$ cat config.mk
export PLATFORM = sky130hd
export DESIGN_NAME = tetris_move_encoder
export DESIGN_NICKNAME = d
export VERILOG_FILES = /design/src/rtl/tetris_move_encoder.sv
export SDC_FILE = /design/constraint.sdc
export NUM_CORES = 1
export LEC_CHECK = 0
export CAP_MARGIN = 20
export CORE_ASPECT_RATIO = 0.5
export CORE_MARGIN = 2
export CORE_UTILIZATION = 45
export CTS_CLUSTER_DIAMETER = 50
export DETAILED_ROUTE_END_ITERATION = 16
export PLACE_DENSITY = 0.67
export SYNTH_ARGS = -nofsm -noshare
export SYNTH_HDL_FRONTEND = slang
export SYNTH_SLANG_ARGS = --single-unit
$ cat constraint.sdc
create_clock -name clk -period 6.8 [get_ports clk]
set_clock_uncertainty 0.15 [all_clocks]
set_input_delay 0.68 -clock clk [delete_from_list [all_inputs] [get_ports clk]]
set_output_delay 0.68 -clock clk [all_outputs]
set_load 0.005 [all_outputs]
$ cat src/rtl/tetris_move_encoder.sv
// Five raw buttons -> move_t commands: 2-flop sync, debounce, press detect, auto-repeat (RIGHT/LEFT/DOWN), one pending flag per move.
// Latency DEBOUNCE_CYCLES+4 from first raw sample to move_valid; move holds until move_ready, events for an already-pending move coalesce.
package tetris_pkg;
  typedef enum logic [2:0] {
    MOVE_RIGHT = 3'd0,
    MOVE_LEFT  = 3'd1,
    MOVE_ROR   = 3'd2,
    MOVE_ROL   = 3'd3,
    MOVE_DOWN  = 3'd4
  } move_t;
endpackage

module tetris_move_encoder #(
  parameter int DEBOUNCE_CYCLES = 16,
  parameter int REPEAT_DELAY    = 64,
  parameter int REPEAT_PERIOD   = 16
) (
  input  logic               clk,
  input  logic               rst,
  input  logic               btn_right,
  input  logic               btn_left,
  input  logic               btn_ror,
  input  logic               btn_rol,
  input  logic               btn_down,
  input  logic               move_ready,
  output logic               move_valid,
  output tetris_pkg::move_t  move
);
  import tetris_pkg::*;

  localparam int NB   = 5;
  localparam int DCW  = $clog2(DEBOUNCE_CYCLES + 1);
  localparam logic [DCW-1:0] DMAX = DCW'(DEBOUNCE_CYCLES);
  localparam int RMAX = (REPEAT_DELAY > REPEAT_PERIOD) ? REPEAT_DELAY : REPEAT_PERIOD;
  localparam int RCW  = $clog2(RMAX + 1);
  localparam logic [RCW-1:0] RDLY = RCW'(REPEAT_DELAY - 1);
  localparam logic [RCW-1:0] RPER = RCW'(REPEAT_PERIOD - 1);
  // Bit order follows move_t: {DOWN, ROL, ROR, LEFT, RIGHT}; rotations never repeat.
  localparam logic [NB-1:0] RPT_EN = 5'b10011;

  typedef enum logic {S_IDLE, S_OFFER} state_t;

  logic [NB-1:0]  btn, sync1, sync2, stable, stable_q;
  logic [NB-1:0]  press, rpt_evt, events, rpt_act, flags, sel_oh;
  logic [DCW-1:0] dcnt [NB];
  logic [RCW-1:0] rcnt [NB];
  state_t         state;
  move_t          sel;
  logic           take;

  assign btn = {btn_down, btn_rol, btn_ror, btn_left, btn_right};

  // Debounce: after DEBOUNCE_CYCLES consecutive mismatching samples the level flips on the next edge.
  always_ff @(posedge clk or posedge rst) begin
    if (rst) begin
      sync1    <= '0;
      sync2    <= '0;
      stable   <= '0;
      stable_q <= '0;
      for (int i = 0; i < NB; i++) dcnt[i] <= '0;
    end else begin
      sync1    <= btn;
      sync2    <= sync1;
      stable_q <= stable;
      for (int i = 0; i < NB; i++) begin
        if (dcnt[i] == DMAX) begin
          stable[i] <= ~stable[i];
          dcnt[i]   <= '0;
        end else if (sync2[i] != stable[i]) begin
          dcnt[i] <= dcnt[i] + DCW'(1);
        end else begin
          dcnt[i] <= '0;
        end
      end
    end
  end

  assign press  = stable & ~stable_q;
  assign events = press | rpt_evt;

  always_comb begin
    rpt_evt = '0;
    for (int i = 0; i < NB; i++)
      rpt_evt[i] = RPT_EN[i] && rpt_act[i] && stable[i] && (rcnt[i] == '0);
  end

  always_ff @(posedge clk or posedge rst) begin
    if (rst) begin
      rpt_act <= '0;
      for (int i = 0; i < NB; i++) rcnt[i] <= '0;
    end else begin
      for (int i = 0; i < NB; i++) begin
        if (!RPT_EN[i] || !stable[i]) begin
          rpt_act[i] <= 1'b0;
          rcnt[i]    <= '0;
        end else if (press[i]) begin
          rpt_act[i] <= 1'b1;
          rcnt[i]    <= RDLY;
        end else if (rpt_evt[i]) begin
          rcnt[i] <= RPER;
        end else if (rpt_act[i]) begin
          rcnt[i] <= rcnt[i] - RCW'(1);
        end
      end
    end
  end

  always_comb begin
    sel    = MOVE_RIGHT;
    sel_oh = '0;
    if (flags[4]) begin
      sel    = MOVE_DOWN;
      sel_oh = 5'b10000;
    end else if (flags[2]) begin
      sel    = MOVE_ROR;
      sel_oh = 5'b00100;
    end else if (flags[3]) begin
      sel    = MOVE_ROL;
      sel_oh = 5'b01000;
    end else if (flags[1]) begin
      sel    = MOVE_LEFT;
      sel_oh = 5'b00010;
    end else if (flags[0]) begin
      sel    = MOVE_RIGHT;
      sel_oh = 5'b00001;
    end
    take = (|flags) && ((state == S_IDLE) || move_ready);
  end

  // Selection reads registered flags, so an event landing on a load cycle waits one cycle.
  always_ff @(posedge clk or posedge rst) begin
    if (rst) begin
      state      <= S_IDLE;
      move_valid <= 1'b0;
      move       <= MOVE_RIGHT;
      flags      <= '0;
    end else begin
      flags <= (flags & ~(sel_oh & {NB{take}})) | events;
      case (state)
        S_IDLE: begin
          if (take) begin
            move       <= sel;
            move_valid <= 1'b1;
            state      <= S_OFFER;
          end
        end
        S_OFFER: begin
          if (move_ready) begin
            if (take) begin
              move <= sel;
            end else begin
              move_valid <= 1'b0;
              state      <= S_IDLE;
            end
          end
        end
        default: begin
          move_valid <= 1'b0;
          state      <= S_IDLE;
        end
      endcase
    end
  end

endmodule

======== Word level (Yosys, flattened, before mapping) ========
Index checks and enable logic that the tools add are counted.
storage, ports and cells
  register bits ........................... 79
  input bits .............................. 8
  output and inout port bits .............. 4
  logic and storage cells ................. 123
cells by class
  add/sub/neg operators ................... 8
  equal/unequal tests ..................... 19
  mux-type cells .......................... 47
  bitwise operators ....................... 13
  reduce and logical (&&, ||, !) cells .... 13
operators by type and width
  operator             number
  $mux 7               12
  $mux 5               11
  $add 5x1->5 const B  5
  $eq 5x5->1 const B   5
  $logic_not 7->1      3
  $sub 7x1->7 const B  3
  $and 5x5->5          3
  $mux 1               13
  $ne 4x1->1 const B   3
  $not 5->5            2
  $or 5x5->5           2
  $mux 3               3
  $mux 4               2
  $logic_and 1x1->1    7
  $mux 2               3
  $ne 2x1->1 const B   3
  $ne 2x2->1 const B   3
  $not 1->1            6
  $pmux 3 s2           1
  $ne 1x1->1           5
  $reduce_or 5->1      1
  $pmux 1 s2           2
  $reduce_and 3->1     1
  $logic_or 1x1->1     1

======== Logic depth before layout (Yosys ltp) ========
  word-level depth ........................ 9
  gate-level depth with buffers ........... 5
  gate-level depth less buffers ........... 5

======== Worst setup path before layout ========
Ideal clock, no wire load.
  path type ............................... register to register
  from .................................... reg rcnt[21] (netlist name)
  to ...................................... reg rcnt[21] (netlist name)
  library setup time ...................... 88 ps
  arrival ................................. 1,576 ps
  required time ........................... 6,562 ps
  setup slack ............................. 4,986 ps
  stages on the path, launching flop included .. 6
  path buffers ............................ 0
  clock period less this slack ............ 1,814 ps
  cell sequence ........................... dfrtp_1 > inv_1 > ha_1 > or4b_1 > or3_4 > a41oi_1
on the way
  longest elaborated chain between the ends .. 5
  elaborated cells on any way between the ends .. 8
  classes of those cells .................. add/sub: 1; eq/ne: 1; mux: 4; reduce/logical: 2
RTL lines
  item                                                   line     text
  start, declared                                        46       logic [RCW-1:0] rcnt [NB];
  start signal, assigned by index                        102      rcnt[i] <= rcnt[i] - RCW'(1);
  $sub 7x1->7 / $logic_not 7->1 (equally long branches)  102, 84
  $mux 7 / $logic_and 1x1->1 (equally long branches)     101, 84
  $mux 7                                                 99       end else if (rpt_evt[i]) begin
  $mux 7                                                 96       end else if (press[i]) begin
  $mux 7                                                 93       if (!RPT_EN[i] || !stable[i]) begin
Several ways; a longest one is shown, not always the timed one. The select of a mux whose other input is x is not followed.
A chain may end at the register's enable or synchronous reset.

======== Worst setup path in the final report ========
  from .................................... reg move[1]
  to ...................................... out move[1]
RTL lines
  item                    line  text
  start, declared         27    output tetris_pkg::move_t move
  start signal, assigned  142   move <= sel;
  start signal, assigned  150   move <= sel;
No word-level cell between the ends.

==> flow_summary.toml <==
[clocking]
cts_setup_buffers = 0
maximum_clock_path_buffer_count = 2
worst_setup_hold_path_clk_slew_ns = 0.06
cts_resized = 0
clock_tree.root_cell = "clkbuf_16"
tritoncts_clock_tree = "done"
clock_insertion_delay_worst_skew_ns = 0.33
postCtsHoldBufs = 0
ctsHtreeMaxLevel = 3
clock_sinks = 79
tritoncts.num_buffers = 9

[critical_path]
startpoint_type = "flop"
critPathKind = "reg -> out"
ff2ff_path_depth = 5
reg2reg_setup_slack_ns = 4.86
capturing_element_type_of_the_critical_path = "primary output"
worst-path-max-fanout = 3
slowest_cp_cell = "clkdlybuf4s50_1"
critical_path_arrival_ns = 1.24
timing.critical_path.slowest_cell_delay_ns = 0.52
worstReg2RegEnd = "rcnt[21]"
worstPathRequired_ns = 5.97
cp_num_buf_inv = 1
regToRegStartpoint = "rcnt[21]"
largest_delay_contributor_family_on_the_critical_path = "buffers and inverters"
crit_chain = "clkdlybuf4s50_1"

[global_route]
grt_antenna_before_repair = 0
via_count_of_the_first_global_routing_pass = 2344
grt_usage_pct = 16.35
grt_first_pass_wirelength_um = 10690
pin_count_of_the_biggest_net_entering_global_routing = 80
grt-ovfl-total = 0

[cells_and_area]
post_layout_utilization_of_the_core_pct = 53.57
layout-drive-gt1-share_pct = 5.491
nFillCells = 677
final_net_count = 362
layout-area-overhead-vs-synth_pct = 13.85
num_antenna_cells = 0
layout.cell_area.non_filler_mm2 = 0.003981

[synth]
synth_ff_type = "dfrtp_1"
synth_area_per_cell_um2 = 10.73
ys_ff_latch = 79
post_synth_num_cell_types = 44
synth_enable_flop_cells = 0
synthXorXnorAreaFrac_pct = 7.013
mappedNetlistArea_mm2 = 0.003497
synth-seq-area-share_pct = 56.53
synth_top_family_by_area = "simple AND/OR/NAND/NOR gates"
synth_simple_gate_area_share_pct = 14.78
synth_cells = 326
synth.net_count = 347
ys.warnings.count = 0
async_flop_share_pct = 100.0
synth_compound_gate_area_share_pct = 12.13
muxShareOfSynthArea_pct = 0.6082
adder_and_majority_cell_fraction_of_the_synthesized_area_pct = 4.651

[pwr]
leakage_nw = 1.826
power_density_mw_per_mm2 = 246.5
max-vdd-ir-drop_v = 0.0001283

[route]
topRoutingLayerUsed = "met4"
route.detailed.drc = 0
detailroute.wirelength.met3_um = 203
detail-route-antenna-nets = 0
detail_route.wirelength.met1_um = 2903
drt_pass1_iterations = 4
detail_route.iter0.violations = 215
dr_total_vias = 2356
avgRoutedWirePerCell_um = 13.36
postRouteWirelength_um = 5904
routed-wl-met2_um = 2689
viasPerCell = 5.330

[timing]
timing.final.max_slew_violations = 0
final_min_period_over_clock_period_pct = 30.46
fmax_mhz = 482.8
rsz0062_at_grt = "no"
worst_margin_pin_slew_ns = 0.7229
totalNegativeSetupSlack_ns = 0
setup_viol = 0
holdWs_ns = 0.1971
finalCriticalPeriod_ns = 2.071
finalHoldViolations = 0
max-slew-margin-rel_pct = 51.36

[floorplan]
dieArea_mm2 = 0.008535
ioPinCount = 12
die_height_um = 66.34
floorplan.core_area_mm2 = 0.007432
start_util_pct = 47.05
site_row_count = 22
die_w_um = 128.7

[placed_design]
io_buffers = 11
gp_congestion = 0.8067
placed_area_mm2 = 0.003701
place_hpwl_um = 3825

[min_path]
hold-path-endpoint = "sync2[3]"
holdPathStages = 0
hold_path_startpoint = "sync1[3]"
worst_hold_path_type = "reg -> reg"

[flow_run]
cap_viol_max_count = 0

[outcome]
run_status = "completed"
[worst max-delay path by stage]
| stage | from | endpoint | slack [ns] | cells after the start |
|---|---|---|---|---|
| after floorplan | rst | dcnt[0] | 3.95 | 1 |
| after global placement | move_ready | move[1] | 4.56 | 4 |
| after detailed placement | move_ready | move[1] | 4.49 | 4 |
| after CTS | move[1] | move[1] | 4.71 | 1 |
| after global routing | move[1] | move[1] | 4.67 | 1 |
| final | move[1] | move[1] | 4.73 | 1 |
[power by group]
part | internal, mW | switching (mW) | leakage, nW | total [mW]
Combinational | 0.0325 | 0.0285 | 0.640 | 0.0610
Clock | 0.247 | 0.168 | 0.122 | 0.415
Sequential | 0.489 | 0.0168 | 1.06 | 0.506
[cell type report]
cell class	instances	area [µm²]	share of cell area [%]
clock inverters	1	5.005	0.1257
flip-flops and latches	79	1977	49.65
clock buffers	15	247.7	6.223
inverters	31	116.4	2.923
multi-input cells	207	1370	34.41
repair buffers	13	145.1	3.645
well taps	96	120.1	3.017
[kinds of logic after synthesis]
logic type,Yosys count
buf+inv,40
compound gates,62
mux,2
fa+ha+maj,13
xor+xnor,28
flops,79
simple gates,102
[layout by cell type (no fill, tap or decap), types with 10 or more instances in the layout]
cell,instances
nor2_1,32
inv_1,30
clkdlybuf4s50_1,11
o31ai_1,13
o21ai_0,12
xor2_1,18
a21oi_1,11
ha_1,13
dfrtp_1,79
xnor2_1,10
nand3_1,19
nand2_1,16
[through the flow]
stage	total power, mW	instances	setup slack [ns]
floorplan	0.5418	326	3.947
global placement	0.5697	425	4.558
detailed placement	0.5729	425	4.493
CTS	0.9945	441	4.707
global route	1.031	442	4.672
finish	0.9814	442	4.729
[metal layers]
layer	vias to the layer above	global-route usage [%]
met5	-	0
met4	0	6.929
met3	11	5.502
met2	25	25.26
met1	1153	21.23
li1	1167	-
[flip-flops by register name, summed over array words and instances, names as in the netlist]
register    flops
rpt_act         3
state           1
dcnt           25
move            3
sync2           5
stable          5
sync1           5
stable_q        5
flags           5
rcnt           21
move_valid      1
[cell usage after synthesis, types with 2 or more instances]
library cell   n  share of area, %
inv_1         31               3.3
nor4_1         3              0.54
o31ai_1       13               2.8
a31oi_1        8               1.4
nor2_1        32               3.4
a2111o_1       2              0.64
nand3_1       19               2.7
nand2b_1       2              0.36
or4b_1         2              0.57
clkbuf_1       9              0.97
and2_1         2              0.36
o41ai_1        2              0.50
a21oi_1       11               1.6
ha_1          13               4.7
nor3_1         9               1.3
dfrtp_1       79                57
o21ai_0       12               1.7
or4_1          3              0.64
xor2_1        18               4.5
or2_2          2              0.36
nand2_1       16               1.7
nor2b_1        2              0.36
xnor2_1       10               2.5
o221ai_1       3              0.75
a41oi_1        4               1.0
Power figures use the tool's default switching activity.
